==> config.mk <==
export PLATFORM = sky130hd
export DESIGN_NAME = mult_prod_accum
export DESIGN_NICKNAME = d
export VERILOG_FILES = /design/src/rtl/mult_prod_accum.sv
export SDC_FILE = /design/constraint.sdc
export NUM_CORES = 1
export LEC_CHECK = 0
export ABC_CLOCK_PERIOD_IN_PS = 5900
export CAP_MARGIN = 10
export CORE_MARGIN = 2
export CORE_UTILIZATION = 65
export CTS_CLUSTER_DIAMETER = 100
export DETAILED_ROUTE_END_ITERATION = 8
export DONT_BUFFER_PORTS = 1
export PLACE_DENSITY = 0.84
export SETUP_SLACK_MARGIN = 0.3
export SYNTH_ARGS = -nofsm -noshare
export SYNTH_HDL_FRONTEND = slang
export SYNTH_SLANG_ARGS = --single-unit
==> constraint.sdc <==
create_clock -name clk -period 5.9 [get_ports clk]
set_input_delay 1.18 -clock clk [delete_from_list [all_inputs] [get_ports clk]]
set_output_delay 1.18 -clock clk [all_outputs]
set_load 0.02 [all_outputs]
==> src/rtl/mult_prod_accum.sv <==
// Multiply-accumulate back end: sums groups of 8-bit products and hands each sum over a valid/ready port.
// Optional build macro MULT_ACCUM_SAT_EN turns the wrapping adder into a saturating one.
module mult_prod_accum #(
  parameter int ACC_LEN = 4,
  parameter int CNT_W   = 3,
  parameter int ACC_W   = 10
) (
  input  logic             clk,
  input  logic             rst,
  input  logic             in_valid,
  output logic             in_ready,
  input  logic             in_last,
  input  logic [7:0]       product,
  output logic             out_valid,
  input  logic             out_ready,
  output logic [ACC_W-1:0] out_sum,
  output logic [CNT_W-1:0] out_cnt
);

  typedef enum logic {ACCUM = 1'b0, HOLD = 1'b1} state_t;

  localparam logic [CNT_W-1:0] LAST_IDX = CNT_W'(ACC_LEN - 1);

  // Accumulator add of one unsigned product; saturates at all-ones when enabled.
  function automatic logic [ACC_W-1:0] acc_add(input logic [ACC_W-1:0] a,
                                               input logic [7:0]       b);
`ifdef MULT_ACCUM_SAT_EN
    logic [ACC_W:0] s;
    s = {1'b0, a} + (ACC_W+1)'(b);
    return s[ACC_W] ? {ACC_W{1'b1}} : s[ACC_W-1:0];
`else
    return a + ACC_W'(b);
`endif
  endfunction

  state_t           r_state;
  logic [ACC_W-1:0] r_acc_p0;
  logic [CNT_W-1:0] r_cnt_p0;
  logic [ACC_W-1:0] r_sum_p1;
  logic [CNT_W-1:0] r_cnt_p1;
  logic             r_vld_p1;

  logic             w_in_acc;
  logic             w_out_acc;
  logic             w_close;
  logic [ACC_W-1:0] w_sum;
  logic [CNT_W-1:0] w_cnt_inc;

  assign in_ready  = (r_state == ACCUM);
  assign w_in_acc  = in_valid & in_ready;
  assign w_out_acc = r_vld_p1 & out_ready;
  assign w_close   = w_in_acc & (in_last | (r_cnt_p0 == LAST_IDX));
  assign w_sum     = acc_add(r_acc_p0, product);
  assign w_cnt_inc = r_cnt_p0 + CNT_W'(1);

  // p0 -> p1: accumulate, and on the closing product move the sum into the output register
  always_ff @(posedge clk) begin
    if (rst) begin
      r_state  <= ACCUM;
      r_acc_p0 <= '0;
      r_cnt_p0 <= '0;
      r_sum_p1 <= '0;
      r_cnt_p1 <= '0;
      r_vld_p1 <= 1'b0;
    end else begin
      case (r_state)
        ACCUM: begin
          if (w_close) begin
            r_sum_p1 <= w_sum;
            r_cnt_p1 <= w_cnt_inc;
            r_vld_p1 <= 1'b1;
            r_acc_p0 <= '0;
            r_cnt_p0 <= '0;
            r_state  <= HOLD;
          end else if (w_in_acc) begin
            r_acc_p0 <= w_sum;
            r_cnt_p0 <= w_cnt_inc;
          end
        end
        HOLD: begin
          // Result stays frozen until the consumer takes it.
          if (w_out_acc) begin
            r_vld_p1 <= 1'b0;
            r_state  <= ACCUM;
          end
        end
        default: r_state <= ACCUM;
      endcase
    end
  end

  assign out_valid = r_vld_p1;
  assign out_sum   = r_sum_p1;
  assign out_cnt   = r_cnt_p1;

endmodule
==> impl_metrics.toml, run 1 <==
[worst_setup_path]
path_class = "input port to flop"
critical_path.most_common_cell = "a21oi_1"
r2r_slack_ps = 3640
path_cells = "ha_1 > inv_1 > fa_1 > nand2b_1 > a21oi_1 > a21oi_1 > or4_1 > nand3_1"
startpoint_type = "input port"
reg2reg_depth = 5
arrival_ps = 2920
critPathRequiredTime_ps = 6180
path_max_fanout = 4
rr_endpoint = "out_sum[7]$_SDFFE_PP0P_"
r2r_start = "r_cnt_p0[0]$_SDFFE_PP0P_"
slowest_delay_ps = 420
crit_slowest_cell = "or4_1"
end_kind = "flop"

[floorplanning]
core_area_um2 = 2020
io_pins = 28
die_area_um2 = 2590
row_count = 16
die_y_um = 50.9
initial_core_util = 0.707
die_w_um = 50.9

[timing]
rsz0062_at_grt = "false"
max_freq_mhz = 379
fin_setup_tns_ps = 0
clock_skew_ps = 11.2
worst_slack_ps = 3260
final.period_utilization = 0.447
maxSlewHeadroom = 0.239
worst_slew_pin_slew_ps = 1130
finalSetupViolations = 0
final_hold_viol_count = 0
slew_violations = 0
hold_slack_ps = 503
fin_crit_ps = 2640

[layout]
nFillCells = 153
multiInputGateArea_um2 = 823
final_common_cell = "dfxtp_1"
drive_gt1_frac = 0.0549
synthToLayoutAreaGrowth_pct = 3.06
antennaDiodeCount = 0
nNetsFinal = 189
regArea_um2 = 561
final_cell_mix = "dfxtp_1, nor2_1, nand2_1, a21oi_1, ha_1"

[place]
place_congestion = 0.817
post-dp-hpwl_mm = 2.13
dp_slack_ps = 2960
numPortBuffers = 0

[synth]
ys_seq_elements = 28
syn-cell-area_um2 = 1430
ys_seq_area_frac = 0.392
ys.flop_type = "dfxtp_1"
yosysWarnings = 0
synth_nets = 191
synthCells = 167
async_reset_ff_frac = 0
synth_edf_count = 0
syn_avg_cell_area_um2 = 8.56
synthDistinctLibCells = 35

[outcome]
outcome = "finished, final reports clean"

[power_and_ir_drop]
p_sw_frac = 0.283
ir_worst_vdd_mv = 0.209
p_clk_frac = 0.254
p_int_uw = 258
switchingPower_uw = 102
total_power_uw = 359
cellLeakagePower_nw = 0.582
seqPwrFrac = 0.590
p_per_area_nw_per_um2 = 244
p_comb_frac = 0.157

[drt]
totalWireLength_mm = 2.96
vias = 1219
drt_first_pass_iters = 4
vias_per_cell = 6.38
ant_nets = 0
drt_iter0_markers = 29
drc = 0
wl_per_cell_um = 15.5

[job]
max_cap_viol_count = 0

[clock_network]
cts_hold_buffers = 0
cts_buffer_depth = 2
post_cts_resized = 0
clk_pin_slew_ps = 140
post_cts_buffers = 0
clockRootBuffer = "clkbuf_4"
insertion_delay_ps = 330
cts_tree = "done"
cts_max_level = 1
clkSinkCount = 28
cts_made_buffers = 3

[grt]
grt_use_total = 0.259
grt_pass1_vias = 1173
antenna_found_initial = 0
grt_max_degree = 39
grt_pass1_wl_mm = 5.07
grt_remaining_overflow = 0

[min_path]
whs_endpoint = "r_state$_SDFF_PP0_"
hold_path_depth = 2
hp-start = "r_state$_SDFF_PP0_"
holdCritPathClass = "flop to flop"
[power groups by stage]
stage / Sequential, mW / Combinational (mW) / Clock [mW]
final: 0.212 / 0.0563 / 0.0911
after global routing: 0.213 / 0.0634 / 0.100
after CTS: 0.212 / 0.0556 / 0.0935
after detailed placement: 0.216 / 0.0553 / 0
after global placement: 0.216 / 0.0534 / 0
after floorplan: 0.215 / 0.0485 / 0
[per-layer routing]
layer  vias up  wire length (um)  GRT usage
met5         -                 0          0
met4         0                26     0.0676
met3         4               235     0.0556
met2        61              1390      0.463
met1       557              1300      0.315
li1        597                 -          -
[kinds of logic (layout without fill, tap and decap cells)]
| kind of cell | Yosys count | after routing | share of synthesized area |
|---|---|---|---|
| AOI/OAI and AO/OA | 39 | 39 | 0.195 |
| xor gates and xnor gates | 4 | 4 | 0.0245 |
| adders and majority gates | 11 | 11 | 0.102 |
| buffers and inverters | 12 | 9 | 0.0315 |
| DFF | 28 | 28 | 0.392 |
| and+or+nand+nor | 73 | 73 | 0.255 |
[cells in the mapped netlist (2+ instances only)]
cell | count | area share
dfxtp_1 | 28 | 0.39
nor2_1 | 23 | 0.060
nand2_1 | 20 | 0.053
a21oi_1 | 14 | 0.049
ha_1 | 10 | 0.088
a22oi_1 | 7 | 0.037
clkbuf_1 | 7 | 0.018
nand3_1 | 6 | 0.021
nand3b_1 | 5 | 0.026
a21o_1 | 4 | 0.021
inv_1 | 4 | 0.011
a31oi_1 | 3 | 0.013
or4_1 | 3 | 0.016
xor2_1 | 3 | 0.018
a211oi_1 | 2 | 0.011
a31o_1 | 2 | 0.012
and4_1 | 2 | 0.012
nand2b_1 | 2 | 0.0088
nand4b_1 | 2 | 0.012
nor2b_1 | 2 | 0.0088
nor3_1 | 2 | 0.0070
o311ai_1 | 2 | 0.012
or3_1 | 2 | 0.0088
[state kept, by name, indices dropped and copies added (netlist names)]
register   cells
out_sum       10
r_acc_p0      10
out_cnt        3
r_cnt_p0       3
out_valid      1
r_state        1
[cell type report]
| type | count | area share |
|---|---|---|
| inverter | 5 | 0.0127 |
| multi-input combinational | 127 | 0.559 |
| clock buffer | 4 | 0.0246 |
| tap | 27 | 0.0229 |
| sequential | 28 | 0.381 |
[per-stage QoR]
stage | util | cell area, um^2 | cells
2_1_floorplan | - | 1430 | 167
3_3_place_gp | 0.710 | 1440 | 187
3_5_place_dp | 0.710 | 1440 | 187
4_1_cts | 0.728 | 1470 | 191
5_1_grt | 0.728 | 1470 | 191
6_report | 0.728 | 1470 | 191
[how the worst max path moves through the flow]
stage	start	slack (ps)	depth (start not counted)	to
after floorplan	product[0]	3120	8	out_sum[8]$_SDFFE_PP0P_
after global routing	product[0]	3150	8	r_acc_p0[8]$_SDFFE_PP0P_
final	product[0]	3260	8	out_sum[8]$_SDFFE_PP0P_
after global placement	product[0]	3030	8	out_sum[8]$_SDFFE_PP0P_
after CTS	product[0]	3310	8	out_sum[8]$_SDFFE_PP0P_
after detailed placement	product[0]	2960	8	out_sum[8]$_SDFFE_PP0P_
[critical path, delay by kind of cell]
family,cells,cell delay [ps]
AOI/OAI and AO/OA,2,450
adders and majority gates,2,560
and+or+nand+nor,3,650
buffers and inverters,1,60
(Power assumes the default switching activity.)
==> run 2, diff against run 1 <==
Settings changed: ABC_CLOCK_PERIOD_IN_PS 5900 to 2700, CORE_UTILIZATION 65 to 61, PLACE_DENSITY 0.84 to 0.8.
Clock period 5.9 ns to 2.7 ns, I/O delays scaled along.
==> impl_metrics.toml, run 2 (synthesis gave the netlist of run 1 again) <==
[outcome]
outcome = "finished, final reports clean"

[floorplanning]
initial_core_util = 0.646
die_y_um = 52.4
die_w_um = 52.4
die_area_um2 = 2750
row_count = 17
core_area_um2 = 2210
io_pins = 28

[drt]
wl_per_cell_um = 15.2
vias_per_cell = 6.22
vias = 1213
drc = 0
drt_iter0_markers = 24
totalWireLength_mm = 2.96
ant_nets = 0
drt_first_pass_iters = 5

[power_and_ir_drop]
cellLeakagePower_nw = 0.603
p_clk_frac = 0.323
total_power_uw = 871
p_comb_frac = 0.146
p_sw_frac = 0.272
ir_worst_vdd_mv = 0.376
seqPwrFrac = 0.532
p_per_area_nw_per_um2 = 576
switchingPower_uw = 237
p_int_uw = 634

[timing]
rsz0062_at_grt = "false"
final_hold_viol_count = 0
worst_slew_pin_slew_ps = 691
max_freq_mhz = 474
finalSetupViolations = 0
fin_crit_ps = 2110
slew_violations = 0
clock_skew_ps = 8.63
maxSlewHeadroom = 0.537
worst_slack_ps = 592
final.period_utilization = 0.781
fin_setup_tns_ps = 0

[layout]
nNetsFinal = 192
final_cell_mix = "dfxtp_1, nor2_1, nand2_1, a21oi_1, ha_1"
synthToLayoutAreaGrowth_pct = 5.87
utilization = 0.684
drive_gt1_frac = 0.0719
final_common_cell = "dfxtp_1"
nFillCells = 207
antennaDiodeCount = 0

[place]
place_congestion = 0.835
numPortBuffers = 0
post-dp-hpwl_mm = 2.12
dp_slack_ps = 431

[grt]
grt_remaining_overflow = 0
grt_pass1_wl_mm = 4.74
grt_pass1_vias = 1126
grt_use_total = 0.238
grt_max_degree = 39
antenna_found_initial = 0

[worst_setup_path]
critical_path.top_delay_family = "simple AND/OR/NAND/NOR gates"
arrival_ps = 2410
slowest_delay_ps = 420
critical_path.most_common_cell = "a21oi_1"
path_class = "flop to flop"
end_kind = "flop"
critPathRequiredTime_ps = 3000
path_cells = "ha_1 > inv_1 > fa_1 > nand2b_1 > a21oi_1 > a21oi_1 > or4_1 > nand3_1"
cp.buffers_inverters = 1
startpoint_type = "flop"
path_max_fanout = 4
crit_slowest_cell = "or4_1"

[clock_network]
clockRootBuffer = "clkbuf_4"
cts_made_buffers = 3
clk_pin_slew_ps = 160
post_cts_buffers = 0
insertion_delay_ps = 350
cts_hold_buffers = 0
post_cts_resized = 0
clkSinkCount = 28
cts_max_level = 1
cts_tree = "done"
cts_buffer_depth = 2

[min_path]
holdCritPathClass = "input port to flop"

[job]
max_cap_viol_count = 0
## run 2: final cells by class
cell class                 instances  area, um^2  share of cell area
multi-input combinational        127         823               0.544
sequential                        28         561               0.371
tap                               28        35.0              0.0232
clock inverter                     1        30.0              0.0199
clock buffer                       3        22.5              0.0149
timing repair buffer               3        22.5              0.0149
inverter                           5        18.8              0.0124
## run 2: through the flow
step                      std cells  hold WS [ps]  area, um^2
after floorplan                 167           454        1430
after global placement          191           468        1460
after detailed placement        191           486        1460
after CTS                       195           231        1510
after global routing            195           221        1510
final                           195           242        1510
## run 2: final timing paths
check	start	endpoint	depth (start not counted)	slack, ps
worst max register to register	r_acc_p0[0]$_SDFFE_PP0P_	out_sum[8]$_SDFFE_PP0P_	8	590
worst min register to register	r_cnt_p0[2]$_SDFFE_PP0P_	r_cnt_p0[2]$_SDFFE_PP0P_	2	510
worst max-delay path	r_acc_p0[0]$_SDFFE_PP0P_	out_sum[8]$_SDFFE_PP0P_	8	590
worst min-delay path	rst	out_sum[1]$_SDFFE_PP0P_	1	240
## run 2: power groups by stage
| stage | Combinational (mW) | Clock (mW) | Sequential, mW |
|---|---|---|---|
| after floorplan | 0.106 | 0 | 0.469 |
| after global placement | 0.123 | 0 | 0.471 |
| after detailed placement | 0.127 | 0 | 0.473 |
| after CTS | 0.128 | 0.287 | 0.464 |
| after global routing | 0.143 | 0.298 | 0.466 |
| final | 0.127 | 0.281 | 0.463 |
## run 2: per-layer routing
metal / vias to the layer above / share of wire / GRT usage
met5: - / 0 / 0
met4: 0 / 0.027 / 0.141
li1: 603 / - / -
met2: 34 / 0.49 / 0.410
met3: 7 / 0.057 / 0.0400
met1: 569 / 0.42 / 0.273
==> run 3, diff against run 2 <==
Settings changed: ABC_AREA set to 1, ABC_CLOCK_PERIOD_IN_PS 2700 to 2000.
Clock period 2.7 ns to 2 ns, I/O delays scaled along.
==> impl_metrics.toml, run 3 <==
[power_and_ir_drop]
seqPwrFrac = 0.531
ir_worst_vdd_mv = 0.642
cellLeakagePower_nw = 0.766
total_power_mw = 1.20
p_comb_frac = 0.164
switchingPower_uw = 336
p_clk_frac = 0.305
p_int_uw = 868
p_per_area_nw_per_um2 = 754
p_sw_frac = 0.279

[worst_setup_path]
cp.buffers_inverters = 2
slowest_delay_ps = 380
crit_slowest_cell = "dfxtp_2"
path_max_fanout = 3
arrival_ps = 1850
critical_path.top_delay_family = "adder cells"
end_kind = "flop"
path_class = "flop to flop"
critPathRequiredTime_ps = 2240
startpoint_type = "flop"
critical_path.most_common_cell = "nand2_1"
path_cells = "ha_4 > inv_2 > fa_2 > o21ai_4 > nand2_1 > nand2_1 > nand2_1 > nand2_1 > nand2_1 > nand2_1 > inv_1"

[timing]
finalSetupViolations = 0
final.period_utilization = 0.807
worst_slew_pin_slew_ps = 325
max_freq_mhz = 620
clock_skew_ps = 4.65
fin_crit_ps = 1610
final_hold_viol_count = 0
rsz0062_at_grt = "false"
maxSlewHeadroom = 0.783
slew_violations = 0
fin_setup_tns_ps = 0

[layout]
drive_gt1_frac = 0.102
antennaDiodeCount = 0
nNetsFinal = 240
final_cell_mix = "nand2_1, nor2_1, dfxtp_1, inv_1, a21oi_1"
regArea_um2 = 562
nFillCells = 214
multiInputGateArea_um2 = 827
synthToLayoutAreaGrowth_pct = 7.77
design_area_um2 = 1600
final_common_cell = "nand2_1"
layout.cells.non_filler = 243

[grt]
antenna_found_initial = 0
grt_pass1_vias = 1212
grt_remaining_overflow = 0
met1_usage = 0.311
grt_busiest_layer = "met2"
grt_use_total = 0.247
grt_use_met2 = 0.422
use_met3 = 0.0424
grt_max_degree = 24
grt_pass1_wl_mm = 5.12

[drt]
wl_per_cell_um = 13.2
drt_iter0_markers = 40
drt_first_pass_iters = 4
vias_per_cell = 5.49
drc = 0
vias = 1333
ant_nets = 0
totalWireLength_mm = 3.20

[clock_network]
cts_buffer_depth = 2
clockRootBuffer = "clkbuf_4"
cts_tree = "done"
cts_max_level = 1
cts_hold_buffers = 0
clk_pin_slew_ps = 150
clkSinkCount = 28
cts_made_buffers = 3
insertion_delay_ps = 320

[outcome]
outcome = "finished, final reports clean"

[synth]
synthTopCellsByCount = "nand2_1, dfxtp_1, nor2_1, inv_1, a21oi_1"
ys_top_cells_by_area = "dfxtp_1, nand2_1, ha_1, nor2_1, a21oi_1"
syn-cell-area_um2 = 1480
async_reset_ff_frac = 0
yosys.area.top_type = "dfxtp_1"
syn_avg_cell_area_um2 = 6.92
ys_seq_elements = 28
synthCells = 214
ys_seq_area_frac = 0.378
synth_edf_count = 0
yosysMostFrequentCell = "nand2_1"
yosysWarnings = 0
synth_nets = 238
synthDistinctLibCells = 27
synth_top_area_share = 0.378
ys.flop_type = "dfxtp_1"

[place]
place_congestion = 0.911
post-dp-hpwl_mm = 2.33
numPlacedInstances = 237
dpl-instance-area_um2 = 1500
numPortBuffers = 0

[floorplanning]
row_count = 17
die_y_um = 53.3
core_area_um2 = 2250
initial_core_util = 0.657
die_area_um2 = 2840
die_w_um = 53.3
io_pins = 28

[min_path]
holdCritPathClass = "input port to flop"

[job]
max_cap_viol_count = 0
-- run 3: final timing paths --
path         cells past startpoint                startpoint                        to  slack [ps]
max                             11  r_acc_p0[0]$_SDFFE_PP0P_   out_sum[8]$_SDFFE_PP0P_         390
min                              1                       rst  r_acc_p0[0]$_SDFFE_PP0P_         120
max reg2reg                     11  r_acc_p0[0]$_SDFFE_PP0P_   out_sum[8]$_SDFFE_PP0P_         390
min reg2reg                      2  r_acc_p0[6]$_SDFFE_PP0P_  r_acc_p0[6]$_SDFFE_PP0P_         470
-- run 3: metrics by stage --
stage,worst slack (ps),hold slack (ps),utilization
2_1_floorplan,328,449,-
3_5_place_dp,165,455,0.663
3_3_place_gp,249,450,0.663
5_1_grt,296,104,0.708
4_1_cts,311,112,0.693
6_report,386,119,0.708
-- run 3: worst reg2reg max path: cells and delay by family, from the launching register on --
kind | cells | cell delay (ps)
adders and majority gates | 2 | 500
and+or+nand+nor | 6 | 400
DFF | 1 | 380
AOI/OAI and AO/OA | 1 | 180
buffers and inverters | 2 | 70
-- run 3: logic make-up (layout without fill, tap and decap cells) --
family	Yosys count	count (layout)	share of synthesized area
buf+inv	32	33	0.0853
compound gates	35	35	0.139
flops	28	28	0.378
simple gates	105	105	0.282
fa+ha+maj	11	11	0.0980
xor+xnor	3	3	0.0177
-- run 3: routing by layer --
| layer | wire [um] | up-vias | part of all wire |
|---|---|---|---|
| li1 | - | 679 | - |
| met1 | 1360 | 608 | 0.43 |
| met2 | 1610 | 42 | 0.50 |
| met3 | 181 | 4 | 0.057 |
| met5 | 0 | - | 0 |
| met4 | 47 | 0 | 0.015 |
-- run 3: final cells by class --
cell class	instances	area share
timing repair buffer	3	0.0141
multi-input combinational	154	0.518
sequential	28	0.352
clock inverter	1	0.0188
tap	28	0.0219
inverter	26	0.0611
clock buffer	3	0.0141
-- run 3: power groups by stage --
stage / clock [mW] / combinational (mW) / sequential (mW)
global route: 0.392 / 0.223 / 0.644
floorplan: 0 / 0.156 / 0.645
finish: 0.368 / 0.197 / 0.639
CTS: 0.378 / 0.190 / 0.639
global placement: 0 / 0.178 / 0.651
detailed placement: 0 / 0.185 / 0.651
-- run 3: timing repair --
action                                  4_1_cts  5_1_grt
endpoints found under the setup margin       11       18
setup buffers                                 0        2
gates cloned                                  0        0
resized for setup                             4        7
endpoints found under the hold margin         0        0
pin swaps                                     1        2
